## config.mk

```make
export PLATFORM = sky130hd
export DESIGN_NAME = multi_debouncer
export DESIGN_NICKNAME = d
export VERILOG_FILES = /design/src/rtl/debounce_pkg.sv /design/src/rtl/debounce_channel.sv /design/src/rtl/multi_debouncer.sv
export SDC_FILE = /design/constraint.sdc
export NUM_CORES = 1
export LEC_CHECK = 0
export CAP_MARGIN = 5
export CORE_ASPECT_RATIO = 1.5
export CORE_UTILIZATION = 25
export CTS_BUF_LIST = sky130_fd_sc_hd__clkbuf_2
export CTS_CLUSTER_SIZE = 40
export DETAILED_ROUTE_END_ITERATION = 8
export GPL_TIMING_DRIVEN = 0
export RECOVER_POWER = 100
export SYNTH_ARGS = -nofsm -noshare
export SYNTH_HDL_FRONTEND = slang
export SYNTH_SLANG_ARGS = --single-unit
```

## constraint.sdc

```tcl
create_clock -name clock -period 6.78 [get_ports clock]
set_clock_uncertainty 0.15 [all_clocks]
set_input_delay 0.678 -clock clock [delete_from_list [all_inputs] [get_ports clock]]
set_output_delay 0.678 -clock clock [all_outputs]
set_load 0.1 [all_outputs]
```

## src/rtl/debounce_pkg.sv

```systemverilog
// Shared constants and helpers for the multi-channel debouncer.
package debounce_pkg;

    localparam int unsigned DEFAULT_CNT_W = 32;
    localparam int unsigned SAT_W         = 64;

    // Raw pin level that means "not pressed".
    function automatic logic inactive_level(input bit active_low);
        return active_low ? 1'b1 : 1'b0;
    endfunction

    // Increment that sticks at the all-ones value of a width-bit counter.
    function automatic logic [SAT_W-1:0] sat_inc(input logic [SAT_W-1:0] value,
                                                 input int unsigned       width);
        logic [SAT_W-1:0] max_val;
        max_val = {SAT_W{1'b1}} >> (SAT_W - width);
        return (value >= max_val) ? value : value + SAT_W'(1);
    endfunction

endpackage

```

## src/rtl/debounce_channel.sv

```systemverilog
// One debouncer channel: 2-flop synchroniser, stability counter, level and strobes.
// Auto-repeat logic is built only when MULTI_DEBOUNCER_REPEAT_EN is defined.
module debounce_channel
    import debounce_pkg::*;
#(
    parameter int unsigned CNT_W      = DEFAULT_CNT_W,
    parameter bit          ACTIVE_LOW = 1'b1
) (
    input  logic             clock,
    input  logic             reset,
    input  logic             enable,
    input  logic [CNT_W-1:0] delay,
    input  logic             raw_in,
`ifdef MULTI_DEBOUNCER_REPEAT_EN
    input  logic [CNT_W-1:0] repeat_delay,
    output logic             repeat_pulse,
`endif
    output logic             pressed,
    output logic             press_pulse,
    output logic             release_pulse
);

    localparam logic INACT = inactive_level(ACTIVE_LOW);

    logic [1:0]       sync_q;
    logic             sample;
    logic [CNT_W-1:0] count_q;
    logic [CNT_W-1:0] count_d;
    logic             pressed_d;
    logic             press_d;
    logic             release_d;

    assign sample = ACTIVE_LOW ? ~sync_q[1] : sync_q[1];

    // Any sample matching the current level, or a frozen filter, restarts the window.
    always_comb begin
        count_d   = '0;
        pressed_d = pressed;
        press_d   = 1'b0;
        release_d = 1'b0;
        if (enable && (sample != pressed)) begin
            if (count_q >= delay) begin
                pressed_d = sample;
                press_d   = sample;
                release_d = ~sample;
            end else begin
                count_d = CNT_W'(sat_inc(SAT_W'(count_q), CNT_W));
            end
        end
    end

    always_ff @(posedge clock or posedge reset) begin
        if (reset) begin
            sync_q        <= {2{INACT}};
            count_q       <= '0;
            pressed       <= 1'b0;
            press_pulse   <= 1'b0;
            release_pulse <= 1'b0;
        end else begin
            sync_q        <= {sync_q[0], raw_in};
            count_q       <= count_d;
            pressed       <= pressed_d;
            press_pulse   <= press_d;
            release_pulse <= release_d;
        end
    end

`ifdef MULTI_DEBOUNCER_REPEAT_EN
    logic [CNT_W-1:0] hold_q;
    logic [CNT_W-1:0] hold_d;
    logic             repeat_d;

    // Hold counter runs only while the level and the live sample both say pressed.
    always_comb begin
        hold_d   = '0;
        repeat_d = 1'b0;
        if (enable && pressed && sample) begin
            if (hold_q >= repeat_delay) begin
                repeat_d = 1'b1;
            end else begin
                hold_d = CNT_W'(sat_inc(SAT_W'(hold_q), CNT_W));
            end
        end
    end

    always_ff @(posedge clock or posedge reset) begin
        if (reset) begin
            hold_q       <= '0;
            repeat_pulse <= 1'b0;
        end else begin
            hold_q       <= hold_d;
            repeat_pulse <= repeat_d;
        end
    end
`endif

endmodule

```

## src/rtl/multi_debouncer.sv

```systemverilog
// N-channel button/switch debouncer with press/release strobes.
// Define MULTI_DEBOUNCER_REPEAT_EN to add auto-repeat (repeat_delay / repeat_pulse).
module multi_debouncer
    import debounce_pkg::*;
#(
    parameter int unsigned CHANNELS   = 4,
    parameter int unsigned CNT_W      = DEFAULT_CNT_W,
    parameter bit          ACTIVE_LOW = 1'b1
) (
    input  logic                clock,
    input  logic                reset,
    input  logic                enable,
    input  logic [CNT_W-1:0]    delay,
    input  logic [CHANNELS-1:0] raw_in,
`ifdef MULTI_DEBOUNCER_REPEAT_EN
    input  logic [CNT_W-1:0]    repeat_delay,
    output logic [CHANNELS-1:0] repeat_pulse,
`endif
    output logic [CHANNELS-1:0] pressed,
    output logic [CHANNELS-1:0] press_pulse,
    output logic [CHANNELS-1:0] release_pulse
);

    for (genvar i = 0; i < CHANNELS; i++) begin : g_ch
        debounce_channel #(
            .CNT_W      (CNT_W),
            .ACTIVE_LOW (ACTIVE_LOW)
        ) u_ch (
            .clock         (clock),
            .reset         (reset),
            .enable        (enable),
            .delay         (delay),
            .raw_in        (raw_in[i]),
`ifdef MULTI_DEBOUNCER_REPEAT_EN
            .repeat_delay  (repeat_delay),
            .repeat_pulse  (repeat_pulse[i]),
`endif
            .pressed       (pressed[i]),
            .press_pulse   (press_pulse[i]),
            .release_pulse (release_pulse[i])
        );
    end

endmodule
```

* Yosys cells after proc, flatten, opt, wreduce, memory -nomap -nowiden
Cells that the tools add are included.
** Cells by class
- Add/subtract/negate cells :: 4
- Multiply operators :: 0
- Divide/modulo/power cells :: 0
- Order comparisons :: 8
- Equal/unequal tests :: 8
- Shifts and indexed selects :: 0
- Muxes and demuxes :: 28
- Bitwise gates (word level) :: 4
- Reduce and logical (&&, ||, !) cells :: 8
** Operators with widths (number)
- two-way mux 32 bit :: 12
- adder 32 x 1 -> 32 bit, second input constant :: 4
- greater-or-equal comparator 32 bit :: 4
- greater-or-equal comparator 32 bit, second input constant :: 4
- two-way mux 1 bit :: 16
- != test 3 bit, second input constant :: 4
- AND reduction 2 bit :: 4
- logical AND 1 bit :: 4
- != test 1 bit :: 4
- NOT 1 bit :: 4
** Storage, ports and cells
- Bits in registers :: 148
- Bits in latches :: 0
- Bits in writable memories :: 0
- Memory bits (read-only) :: 0
- Bits of input ports :: 39
- Word-level logic and storage cells :: 80
- Memories :: 0

* Logic depth before layout (Yosys ltp)
- Depth in word-level cells :: 4
- Mapped depth :: 10
- Depth with buffers taken out :: 8

* Cells and area by module
From an unflattened synthesis, not the netlist that was laid out.
** Second synthesis, totals
- Cells, all modules :: 1233
- Area, all modules :: 10903.0 um^2
** Modules (own cells, without submodules)
- debounce_channel at g_ch[0].u_ch ... :: times used 3, cells an instance 309, area each 2745.1 um^2, seq. area each 928.4 um^2
- debounce_channel at g_ch[3].u_ch :: times used 1, cells an instance 306, area each 2667.6 um^2, seq. area each 928.4 um^2

* Least setup slack after synthesis
OpenSTA, ideal clock, no wires.
- Path kind :: input to register
- From :: in delay[13]
- To :: reg g_ch[3].u_ch.count_q[13]
- Data arrival time :: 2378 ps
- Required time :: 6494 ps
- Path slack :: 4116 ps
- Stages on the path :: 10
- Buffers on the path :: 2
- Path through :: inv_1 > ha_1 > nand4_1 > nor3_1 > or4b_1 > a31oi_1 > or2_1 > buf_2 > buf_4 > nor3_1
** On the way
- Cells in the longest elaborated chain, start to end :: 3
** Ends and longest elaborated chain
- start: declaration :: RTL line multi_debouncer.sv:13 : input logic [CNT_W-1:0] delay,
- greater-or-equal comparator 32 bit (*) :: RTL line debounce_channel.sv:42 : if (count_q >= delay) begin
- two-way mux 32 bit :: RTL line debounce_channel.sv:42
- two-way mux 32 bit :: RTL line debounce_channel.sv:41 : if (enable && (sample != pressed)) begin
- end signal: assignment :: RTL line debounce_channel.sv:61 : count_q <= count_d;
- end: declaration :: RTL line debounce_channel.sv:27 : logic [CNT_W-1:0] count_q;
Mark *: on every way between the ends. The rest lies on a longest branch, timed or not.
A chain may end at the register's enable or synchronous reset.

==> impl_metrics.ini <==
[outcome]
status = finished with violations
violations = capacitance limit, slew limit

[sta]
max_slew_margin = -0.828
worst_slack_ns = 2.46
whs_ns = 0.200
setup_viol = 0
tightest_slew_ns = 2.73
fmaxAchievable_mhz = 232
finalCriticalPeriod_ns = 4.32
final_max_slew_viol_count = 151
rsz0062_at_grt = false
hold_viol = 0
fin_setup_tns_ns = 0
finalCritPeriodShare = 0.637

[clock_tree]
htree_levels = 4
worstSkewPairLatency_ns = 0.85
clock-sinks = 148
cts_tree = yes
post_cts_resized = 0
cts_root_buf = clkbuf_2
cts_inserted_buffers = 17
clk_transition_reported_paths_ns = 0.23
clockBufferDepth = 2

[finish]
final_nets = 1378
layout_commonest_cell = dfrtp_1
drive_gt1_frac = 0.0713
area.growth.synth_to_final_pct = 13.3
multi_input_comb_area_sq_um = 6190
final_cell_mix = dfrtp_1 (140), a21oi_1 (139), ha_1 (132), nand2_1 (105), nor2_1 (80)
num-fill-cells = 4353
final-seq-area_sq_um = 3710

[pwr]
p_leak_nw = 5.14
ir_drop_mv = 0.0870
power_density_nw_per_um2 = 138

[setup_path]
path_depth = 3
cp_cell_sequence = dlygate4sd3_1 > clkinvlp_2 > clkbuf_2
slowest_stage = clkbuf_2
path_max_fanout = 88
required_ns = 7.12
critPathTopFamily = buffers and inverters
startpoint_type = primary input
path_class = primary input to async pin
cp.arrival_ns = 4.66
critPathBufInv = 3
rr_worst_depth = 8
max_stage_delay_ns = 1.80
cp-end-kind = async pin

[detailed_routing]
vias = 8903
ant_nets = 0
wire_per_inst_microns = 16.7
first_pass_iters = 5
vias_per_cell = 5.00
wl_microns = 29800
drc = 0
drtIter0Drc = 508

[yosys]
netlist_area_sq_um = 10400
yosysSeqAreaShare = 0.356
async_flop_share = 1.00
synthMuxAreaShare = 0.0136
synth_edf_count = 0
synth_top_family_by_area = simple AND/OR/NAND/NOR gates
synth-compound-area-share = 0.133
ys_types = 66
ys_warn_count = 0
synth_xor_area_frac = 0.0714
synthCells = 1136
syn_area_per_cell_sq_um = 9.17
ys_ff_latch = 148
ys.flop_type = dfrtp_1
synthAdderAreaFrac = 0.158
syn_nets = 1307
synth-simple-area-share = 0.223

[place]
hpwl_microns = 23500
gp_congestion = 0.911
pre_cts_ws_ns = 2.58
port_buffers = 50

[grt]
grt_pass1_wl_microns = 47200
grt.total_usage = 0.146
grt_max_degree = 89
antenna_found_initial = 1
grt_pass1_vias = 8817
overflow = 0

[floorplan]
initial_utilization = 0.254
io-pin-count = 51
rows = 91
die_y_microns = 252
coreArea_sq_um = 41100
dieArea_sq_um = 42500
die_w_microns = 169

[job]
cap_violations = 2

[min_path]
hold_depth = 1
hold_path_class = primary input to flip-flop
state kept, by name, indices dropped and copies added, names as in the netlist:
signal                   count
g_ch.u_ch.count_q          128
g_ch.u_ch.press_pulse        4
g_ch.u_ch.sync_q             8
g_ch.u_ch.release_pulse      4
g_ch.u_ch.pressed            4
per-layer routing:
metal | up-vias | part of all wire | GRT usage
li1 | 4259 | - | -
met2 | 221 | 0.54 | 0.279
met4 | 0 | 0.070 | 0.105
met5 | - | 0 | 0
met3 | 94 | 0.031 | 0.0210
met1 | 4329 | 0.35 | 0.140
path summary, 6_finish.rpt:
| path | slack (ns) | end | start |
|---|---|---|---|
| hold reg to reg | 0.23 | g_ch[3].u_ch.sync_q[1] | g_ch[3].u_ch.sync_q[0] |
| max in group clock | 3.28 | g_ch[1].u_ch.count_q[28] | delay[30] |
| setup reg to reg | 3.30 | g_ch[2].u_ch.count_q[31] | g_ch[2].u_ch.count_q[25] |
| setup / recovery | 2.46 | g_ch[3].u_ch.count_q[23] | reset |
| min in group asynchronous | 0.83 | g_ch[2].u_ch.count_q[2] | reset |
| hold / removal | 0.20 | g_ch[3].u_ch.sync_q[0] | raw_in[3] |
power breakdown:
group,internal [mW],switching (mW)
clock,0.216,0.373
sequential,0.891,0.00504
combinational,0.0498,0.0954
area by class of cell:
cell class              instances  share of cell area
clock buffers                  19             0.00805
plain buffers                  50              0.0209
diodes                          1            0.000212
clock inverters                13              0.0147
flip-flops and latches        148               0.314
multi-input cells             891               0.524
well taps                     558              0.0591
repair buffers                 52              0.0436
inverters                      47              0.0150
worst register-to-register path: stages, from the launching register on:
cell	delay (ns)
dfrtp_1	0.52
ha_1	0.35
nand4_1	0.13
or4_1	0.62
a31oi_1	0.48
or3_1	0.20
clkbuf_1	0.30
clkbuf_1	0.48
nor3_1	0.12
cells in the mapped netlist, types with 2 or more instances:
library cell  instances  area [sq um]
nor4_1                8          50.1
a311oi_2              4          60.1
nand3b_1              2          15.0
buf_4                15           113
xnor2_1              51           447
o21ai_0              23           115
nor2_1               80           300
and4_1               18           158
nand3_1              51           255
nor4_2                2          25.0
or3_1                 5          31.3
a211oi_2              4          50.1
nand2b_1              8          50.1
nand2_1             105           394
a2111oi_0             3          26.3
a211oi_1             10          75.1
nor3_1               38           190
a31oi_1              15          93.8
nand4_2               2          25.0
mux2i_1              13           130
a311oi_1              6          52.6
a22oi_1               2          15.0
a221oi_1              3          26.3
and3_1               27           169
clkbuf_1             12          45.0
o211ai_1              4          30.0
xor2_1               34           298
buf_2                20           100
inv_1                47           176
nand4_1              44           275
dfrtp_1             140          3500
dfstp_2               8           210
a21oi_1             139           696
buf_6                 3          33.8
and2_1                8          50.1
nor4_4                2          42.5
nor2b_1               6          37.5
o22ai_1               2          12.5
nor3_2               10           100
o21a_1                4          30.0
ha_1                132          1650
or2_2                 2          12.5
cell families (layout without fill, tap and decap cells):
group	count (synthesis)	in the layout
and+or+nand+nor	430	430
AOI/OAI and AO/OA	230	230
DFF	148	148
adders and majority gates	132	132
buffers and inverters	97	181
xor gates and xnor gates	85	85
muxes	14	14
other	0	1
what timing repair did:
action / in CTS / in global routing
setup buffers: 0 / 0
hold buffers: 1 / 0
endpoints found under the hold margin: 1 / 0
through the flow:
| step | util | instances | cell area (sq um) | power (mW) |
|---|---|---|---|---|
| floorplan | - | 1136 | 10400 | 0.995 |
| global placement | 0.283 | 1744 | 11600 | 1.06 |
| detailed placement | 0.284 | 1745 | 11700 | 1.07 |
| CTS | 0.290 | 1778 | 11900 | 1.66 |
| global route | 0.287 | 1779 | 11800 | 1.70 |
| finish | 0.287 | 1779 | 11800 | 1.63 |
Power figures use the tool's default switching activity.
